**src/rtl/rr_grant_encoder_if.sv**
```systemverilog
// Request/grant bundle between the requesters, the round-robin encoder and
// the downstream 3-to-8 decode stage.
interface rr_grant_encoder_if;
  logic [7:0] req;
  logic       ack;
  logic [2:0] grant_idx;
  logic       grant_valid;
  logic       timeout;

  modport master (
    output req,
    output ack,
    input  grant_idx,
    input  grant_valid,
    input  timeout
  );

  modport slave (
    input  req,
    input  ack,
    output grant_idx,
    output grant_valid,
    output timeout
  );
endinterface

```
**src/rtl/rr_grant_encoder.sv**
```systemverilog
// Round-robin arbiter over 8 requesters producing a binary grant index,
// held until ack or abandoned after TIMEOUT cycles.
//
//   state | meaning
//   IDLE  | no grant outstanding; search from ptr on the next edge
//   GRANT | grant_idx/grant_valid held, waiting for ack or timeout
module rr_grant_encoder #(
  parameter int TIMEOUT = 15
) (
  input  logic            clk,
  input  logic            reset,
  rr_grant_encoder_if.slave bus
);

  localparam int CW = $clog2(TIMEOUT + 1);
  localparam logic [CW-1:0] CNT_LAST = CW'(TIMEOUT - 1);

  typedef enum logic {IDLE, GRANT} state_t;

  state_t        state_q, state_d;
  logic [2:0]    ptr_q, ptr_d;
  logic [2:0]    idx_q, idx_d;
  logic [CW-1:0] cnt_q, cnt_d;
  logic          to_q, to_d;

  logic          hit;
  logic [2:0]    pick;
  logic [2:0]    cand;

  // Wrap-around search: first set request at ptr, ptr+1, ... ptr+7.
  always_comb begin
    hit  = 1'b0;
    pick = ptr_q;
    cand = ptr_q;
    for (int k = 0; k < 8; k++) begin
      cand = ptr_q + 3'(k);
      if (!hit && bus.req[cand]) begin
        hit  = 1'b1;
        pick = cand;
      end
    end
  end

  always_comb begin
    state_d = state_q;
    ptr_d   = ptr_q;
    idx_d   = idx_q;
    cnt_d   = cnt_q;
    to_d    = 1'b0;
    case (state_q)
      IDLE: begin
        if (hit) begin
          idx_d   = pick;
          cnt_d   = '0;
          state_d = GRANT;
        end
      end
      GRANT: begin
        // ack wins over an expiring counter on the same edge
        if (bus.ack) begin
          ptr_d   = idx_q + 3'd1;
          state_d = IDLE;
        end else if (cnt_q == CNT_LAST) begin
          ptr_d   = idx_q + 3'd1;
          to_d    = 1'b1;
          state_d = IDLE;
        end else begin
          cnt_d = cnt_q + CW'(1);
        end
      end
      default: state_d = IDLE;
    endcase
  end

  always_ff @(posedge clk or posedge reset) begin
    if (reset) begin
      state_q <= IDLE;
      ptr_q   <= '0;
      idx_q   <= '0;
      cnt_q   <= '0;
      to_q    <= 1'b0;
    end else begin
      state_q <= state_d;
      ptr_q   <= ptr_d;
      idx_q   <= idx_d;
      cnt_q   <= cnt_d;
      to_q    <= to_d;
    end
  end

  // grant_valid decodes the state register so reset drops it without a clock edge
  assign bus.grant_idx   = idx_q;
  assign bus.grant_valid = (state_q == GRANT);
  assign bus.timeout     = to_q;

endmodule

```
**src/flat_wrapper.sv**
```systemverilog
// flat-port wrapper written by rule: the top's interface ports become plain ports
module rr_grant_encoder_flat 
#(
  parameter int TIMEOUT = 15
)
  (clk, reset, bus_req, bus_ack, bus_grant_idx, bus_grant_valid, bus_timeout);
  rr_grant_encoder_if bus_i ();
  input  logic clk;
  input  logic reset;
  input wire logic [$bits(bus_i.req)-1:0] bus_req;
  input wire logic [$bits(bus_i.ack)-1:0] bus_ack;
  output wire logic [$bits(bus_i.grant_idx)-1:0] bus_grant_idx;
  output wire logic [$bits(bus_i.grant_valid)-1:0] bus_grant_valid;
  output wire logic [$bits(bus_i.timeout)-1:0] bus_timeout;
  assign bus_i.req = bus_req;
  assign bus_i.ack = bus_ack;
  assign bus_grant_idx = bus_i.grant_idx;
  assign bus_grant_valid = bus_i.grant_valid;
  assign bus_timeout = bus_i.timeout;
  rr_grant_encoder #(.TIMEOUT(TIMEOUT)) u_core (.clk(clk), .reset(reset), .bus(bus_i));
endmodule
```
**config.mk**
```make
export PLATFORM = sky130hd
export DESIGN_NAME = rr_grant_encoder_flat
export DESIGN_NICKNAME = d
export VERILOG_FILES = /design/src/rtl/rr_grant_encoder_if.sv /design/src/rtl/rr_grant_encoder.sv /design/src/flat_wrapper.sv
export SDC_FILE = /design/constraint.sdc
export NUM_CORES = 1
export LEC_CHECK = 0
export ABC_AREA = 1
export BUFFER_PORTS_ARGS = -buffer_cell sky130_fd_sc_hd__buf_2
export CAP_MARGIN = 0
export CORE_ASPECT_RATIO = 0.75
export CORE_UTILIZATION = 40
export CTS_CLUSTER_SIZE = 16
export DETAILED_ROUTE_END_ITERATION = 6
export SLEW_MARGIN = 10
export SYNTH_ARGS = -nofsm -noshare
export SYNTH_HDL_FRONTEND = slang
export SYNTH_SLANG_ARGS = --single-unit
```
**constraint.sdc**
```tcl
create_clock -name clk -period 6.3 [get_ports clk]
set_input_delay 0.315 -clock clk [delete_from_list [all_inputs] [get_ports clk]]
set_output_delay 0.315 -clock clk [all_outputs]
set_load 0.02 [all_outputs]
```
; ---- After elaboration in Yosys (flattened, before gate mapping)
; Index checks and enable logic that the tools add are counted.
[word_totals]
reg_bits = 12
latchBits = 0
ramBits = 0
romBits = 0
input_bits = 11
output_inout_bits = 5
elab_cells = 89
mem_count = 0
[op_classes]
addsub = 9
multipliers = 0
div = 0
n_lt_le_gt_ge = 8
eq_ne = 4
shifts = 0
muxes = 44
n_bitwise = 1
reduce_logical = 18
[ops]
columns = cell, n
row1 = "less-than comparator 3 x 4 -> 1 bit, second input constant", 8
row2 = two-way mux 3 bit, 9
row3 = binary-select mux 1 bit (select 3 bit), 8
row4 = two-way mux 1 bit, 22
row5 = "adder 3 bit, second input constant", 4
row6 = two-way mux 4 bit, 3
row7 = case mux 4 bit (2 select lines), 1
row8 = logical AND 1 bit, 7
row9 = zero test 1 bit, 7
row10 = "adder 3 x 1 -> 3 bit, second input constant", 2
row11 = "adder 3 x 2 -> 3 bit, second input constant", 2
row12 = "adder 4 x 1 -> 4 bit, second input constant", 1
row13 = "== test 4 bit, second input constant", 1
row14 = "inequality test 2 bit, second input constant", 2
row15 = AND reduction 2 bit, 2
row16 = AND reduction 3 bit, 1
row17 = "inequality test 2 x 1 -> 1 bit, second input constant", 1
row18 = case mux 1 bit (2 select lines), 1
row19 = nonzero test 2 bit, 1
row20 = inverter 1 bit, 1

; ---- Depth between registers and ports, before layout
[depth]
word_depth = 26
mapped_depth = 19
depth_no_buf = 18

; ---- Least setup slack after synthesis
; Ideal clock, no wire load.
[synth_path]
kind = register -> register
start = register u_core.ptr_q[1]
end = register u_core.idx_q[1] (netlist: u_core.bus.grant_idx[1])
setup_time_ns = 0.116
arrival_time_ns = 2.034
t_required_ns = 6.184
setup_slack_ns = 4.149
path_stages_with_launch = 16
n_path_buf = 1
period_less_slack_ns = 2.151
path_cell_list = dfrtp_1 -> buf_6 -> inv_2 -> ha_1 -> inv_2 -> nand3_1 -> nand3_2 -> nand2_4 -> nor2_8 -> nand4_4 -> nor2_4 -> nand3_2 -> nand2_4 -> nor2_1 -> nand2_1 -> nand2_1
[synth_between]
elab_chain_len = 25
word_cells_on_any_way = 53
cone_classes = add/sub: 7 / mux: 31 / reduce/logical: 15
[synth_rtl]
columns = element, line_no
row1 = from (decl), rr_grant_encoder.sv:21  ; logic [2:0] ptr_q, ptr_d;
row2 = from (signal assigned), rr_grant_encoder.sv:84  ; ptr_q <= ptr_d;
row3 = "parallel branches: the longest is 25 deep, another holds adder 3 x 1 -> 3 bit", n/a
row4 = to (signal assigned), rr_grant_encoder.sv:85  ; idx_q <= idx_d;
row5 = to (decl), rr_grant_encoder.sv:22  ; logic [2:0] idx_q, idx_d;
; Several ways; the timed one is not identified. The select of a mux whose other input is x is not followed.
; A chain may end at the register's enable or synchronous reset.

; ---- Final worst setup path
[layout_path]
start = register u_core.ptr_q[0]
end = register u_core.idx_q[1] (netlist: u_core.bus.grant_idx[1])
; The elaborated chain is that of the path after synthesis.

==> results.md <==
### Clock network
* **insertion delay of the later-clocked pin in the worst-skew pair** 0.24 ns
* **count of hold-fix buffers inserted at cts** 0
* **buffers inserted during post-CTS setup optimization** 0
* **post-cts sizing count** 0
* **CTS max path bufs** 2
* **sinks on the clock net** 12
* **number of buffers created by CTS** 3
* **CTS tree** done
* **clock edge transition at the registers on the reported setup and hold paths** 0.05 ns
* **CTS root buffer** clkbuf_8
* **depth of the CTS H-tree** 1

### Die
* **I/O pin count** 16
* **starting density of the core** 41.70%
* **placement row count** 18
* **die height** 52.71 um
* **Core ar.** 3288 um2
* **horizontal die dimension** 69.61 um
* **die area** 3669 um2

### Logic synthesis
* **count of state elements after synthesis** 12
* **sequential fraction of the synthesis area** 21.90%
* **post-synthesis cell type count** 28
* **Post-Synthesis Mean Instance Area** 6.319 um2
* **number of nets produced by synthesis** 233
* **warning count from the yosys run** 0
* **area of the mapped netlist** 1371 um2
* **Gate Count Post-Synth** 217

### Finish
* **fraction of layout cells with a size suffix above 1** 20.35%
* **layout-stage area growth over the synthesis result** 9.307%
* **diode insertion count for antenna repair** 0
* **Final #Nets** 249
* **number of fillers in the final layout** 347

### STA
* **setup TNS** 0 ns
* **Final min period** 2.650 ns
* **Final setup viols** 0
* **Least-Margin Pin Slew** 0.4640 ns
* **relative slew slack** 69.03%
* **number of failing hold endpoints at the final stage** 0
* **worst-case clock skew** 0.008119 ns
* **final worst-path cycle share** 42.06%
* **RSZ-0062 raised after global routing** false
* **maximum clock frequency** 377.4 MHz
* **Max Transition Viols Final** 0

### Critical path
* **CP delay by family, top** simple AND/OR/NAND/NOR gates
* **Worst Reg2Reg Path Length in Cells** 14
* **WP data required** 6.44 ns
* **worst path buffer plus inverter count** 2
* **critical path start-end classification** reg2reg
* **register-to-register path setup slack** 3.65 ns
* **Slowest-stage cell, CP** dfrtp_1
* **largest incremental delay on the critical path** 0.57 ns
* **critical path launch point type** flip-flop
* **worst reg2reg path startpoint** u_core.ptr_q[0]
* **largest fanout on the critical path** 13
* **data arrival time at the worst-slack endpoint** 2.79 ns
* **list of cells traversed by the critical path** inv_2 > ha_1 > inv_2 > nand3_1 > nand3_2 > nand2_4 > nor2_8 > nand4_4 > nor2_4 > nand3_2 > nand2_4 > nor2_1 > nand2_1 > nand2_1
* **endpoint class of the critical path** flip-flop
* **Reg-to-Reg End** u_core.bus.grant_idx[1]

### Drt
* **Total Wirelength** 3217 um
* **number of routed nets with antenna violations** 0
* **detailed router's first-iteration violation count** 98
* **Detailed Routing Iterations Pass 1** 4
* **mean number of vias per cell** 4.967
* **WL per Instance** 11.87 um
* **routed via count** 1346
* **count of unresolved DRC violations after routing** 0

### GRT
* **antenna violations before repair** 0
* **global-route wire length before repair** 5333 um
* **via count of the first global-routing pass** 1120
* **global-route usage over all layers** 18.74%
* **remaining global-route overflow** 0
* **maximum number of pins on one net before global-route repair** 14

### Placed design
* **number of buffer cells added on primary ports** 15
* **half-perimeter wire length after detailed placement** 2582 um
* **Final GP Congestion** 0.8586

### Run
* **count of max-cap constraint violations** 0

### Run status
* **run status** finished, final reports clean

### Worst hold path
* **min-delay worst type** in2async

stage by stage:
stage               utilization, %  hold WS (ns)  instance area, um2  instances  setup WS [ns]
CTS                          45.59       0.07718                1499        271          3.652
finish                       45.59       0.07022                1499        271          3.650
floorplan                        -        0.1797                1371        217          4.149
detailed placement           44.33        0.3437                1458        268          3.647
global route                 45.59        0.1129                1499        271          3.408
global placement             44.33        0.3438                1458        268          3.787
cell families (layout without fill, tap and decap cells):
kind of cell | count (synthesis) | in the layout | synth area share (%)
AO/OA/AOI/OAI | 8 | 8 | 3.741
XOR/XNOR | 6 | 6 | 3.832
adder cells (fa/ha/maj) | 5 | 5 | 4.562
buffers and inverters | 29 | 43 | 9.853
flip-flops | 12 | 12 | 21.90
AND/OR/NAND/NOR | 157 | 157 | 56.11
cells in the final DEF, fill, tap and decap left out, drive strengths merged:
cell    netlist  final
a21oi         2      2
a31oi         1      1
buf           4     15
clkbuf        0      3
clkinv        1      1
dfrtp        12     12
ha            5      5
inv          24     24
nand2        92     92
nand3        40     40
nand4         7      7
nor2         17     17
nor3          1      1
o21ai         4      4
o21bai        1      1
xnor2         2      2
xor2          4      4
registers in the layout, summed over array words and instances (netlist names):
register and count:
u_core.bus.timeout 1, u_core.ptr_q 3, u_core.bus.grant_idx 3, u_core.bus.grant_valid 1, u_core.cnt_q 4
layer usage:
layer  vias to the layer above  share of wire (%)  global-route usage, %
li1                        727                  -                      -
met1                       580                 55                  30.81
met2                        37                 36                  24.92
met3                         2                8.8                  2.885
met4                         0               0.31                  3.000
met5                         -                  0                      0
worst max path at each step:
| stage | start | endpoint | slack (ns) | cells past startpoint |
|---|---|---|---|---|
| final | u_core.ptr_q[0] | u_core.bus.grant_idx[1] | 3.65 | 14 |
| after detailed placement | u_core.ptr_q[0] | u_core.bus.grant_idx[1] | 3.65 | 14 |
| after global routing | u_core.ptr_q[0] | u_core.bus.grant_idx[0] | 3.41 | 14 |
| after CTS | u_core.ptr_q[0] | u_core.bus.grant_idx[1] | 3.65 | 14 |
| after global placement | u_core.ptr_q[0] | u_core.bus.grant_idx[1] | 3.79 | 14 |
| after floorplan | u_core.ptr_q[1] | u_core.bus.grant_idx[1] | 4.15 | 15 |
layout make-up:
cell class / count / area [um2] / share of cell area, %
Sequential cell: 12 / 300.3 / 20.03
Timing Repair Buffer: 15 / 75.07 / 5.008
Inverter: 25 / 96.34 / 6.427
Multi-Input combinational cell: 176 / 935.9 / 62.44
Clock buffer: 3 / 41.29 / 2.755
Tap cell: 40 / 50.05 / 3.339
synthesized netlist by cell type, drive strengths merged:
cell type	number	area [um2]
o21bai	1	11.26
inv	24	92.59
clkinv	1	3.750
a21oi	2	10.01
nand4	7	58.81
nor2	17	90.09
nand2	92	390.4
buf	4	38.78
ha	5	62.56
dfrtp	12	300.3
nand3	40	225.2
xor2	4	35.03
o21ai	4	23.77
nor3	1	5.000
a31oi	1	6.260
xnor2	2	17.52
Power is left out: the tool's default activity adds up to more than one toggle a clock period on the data nets, which glitch-free logic cannot reach.
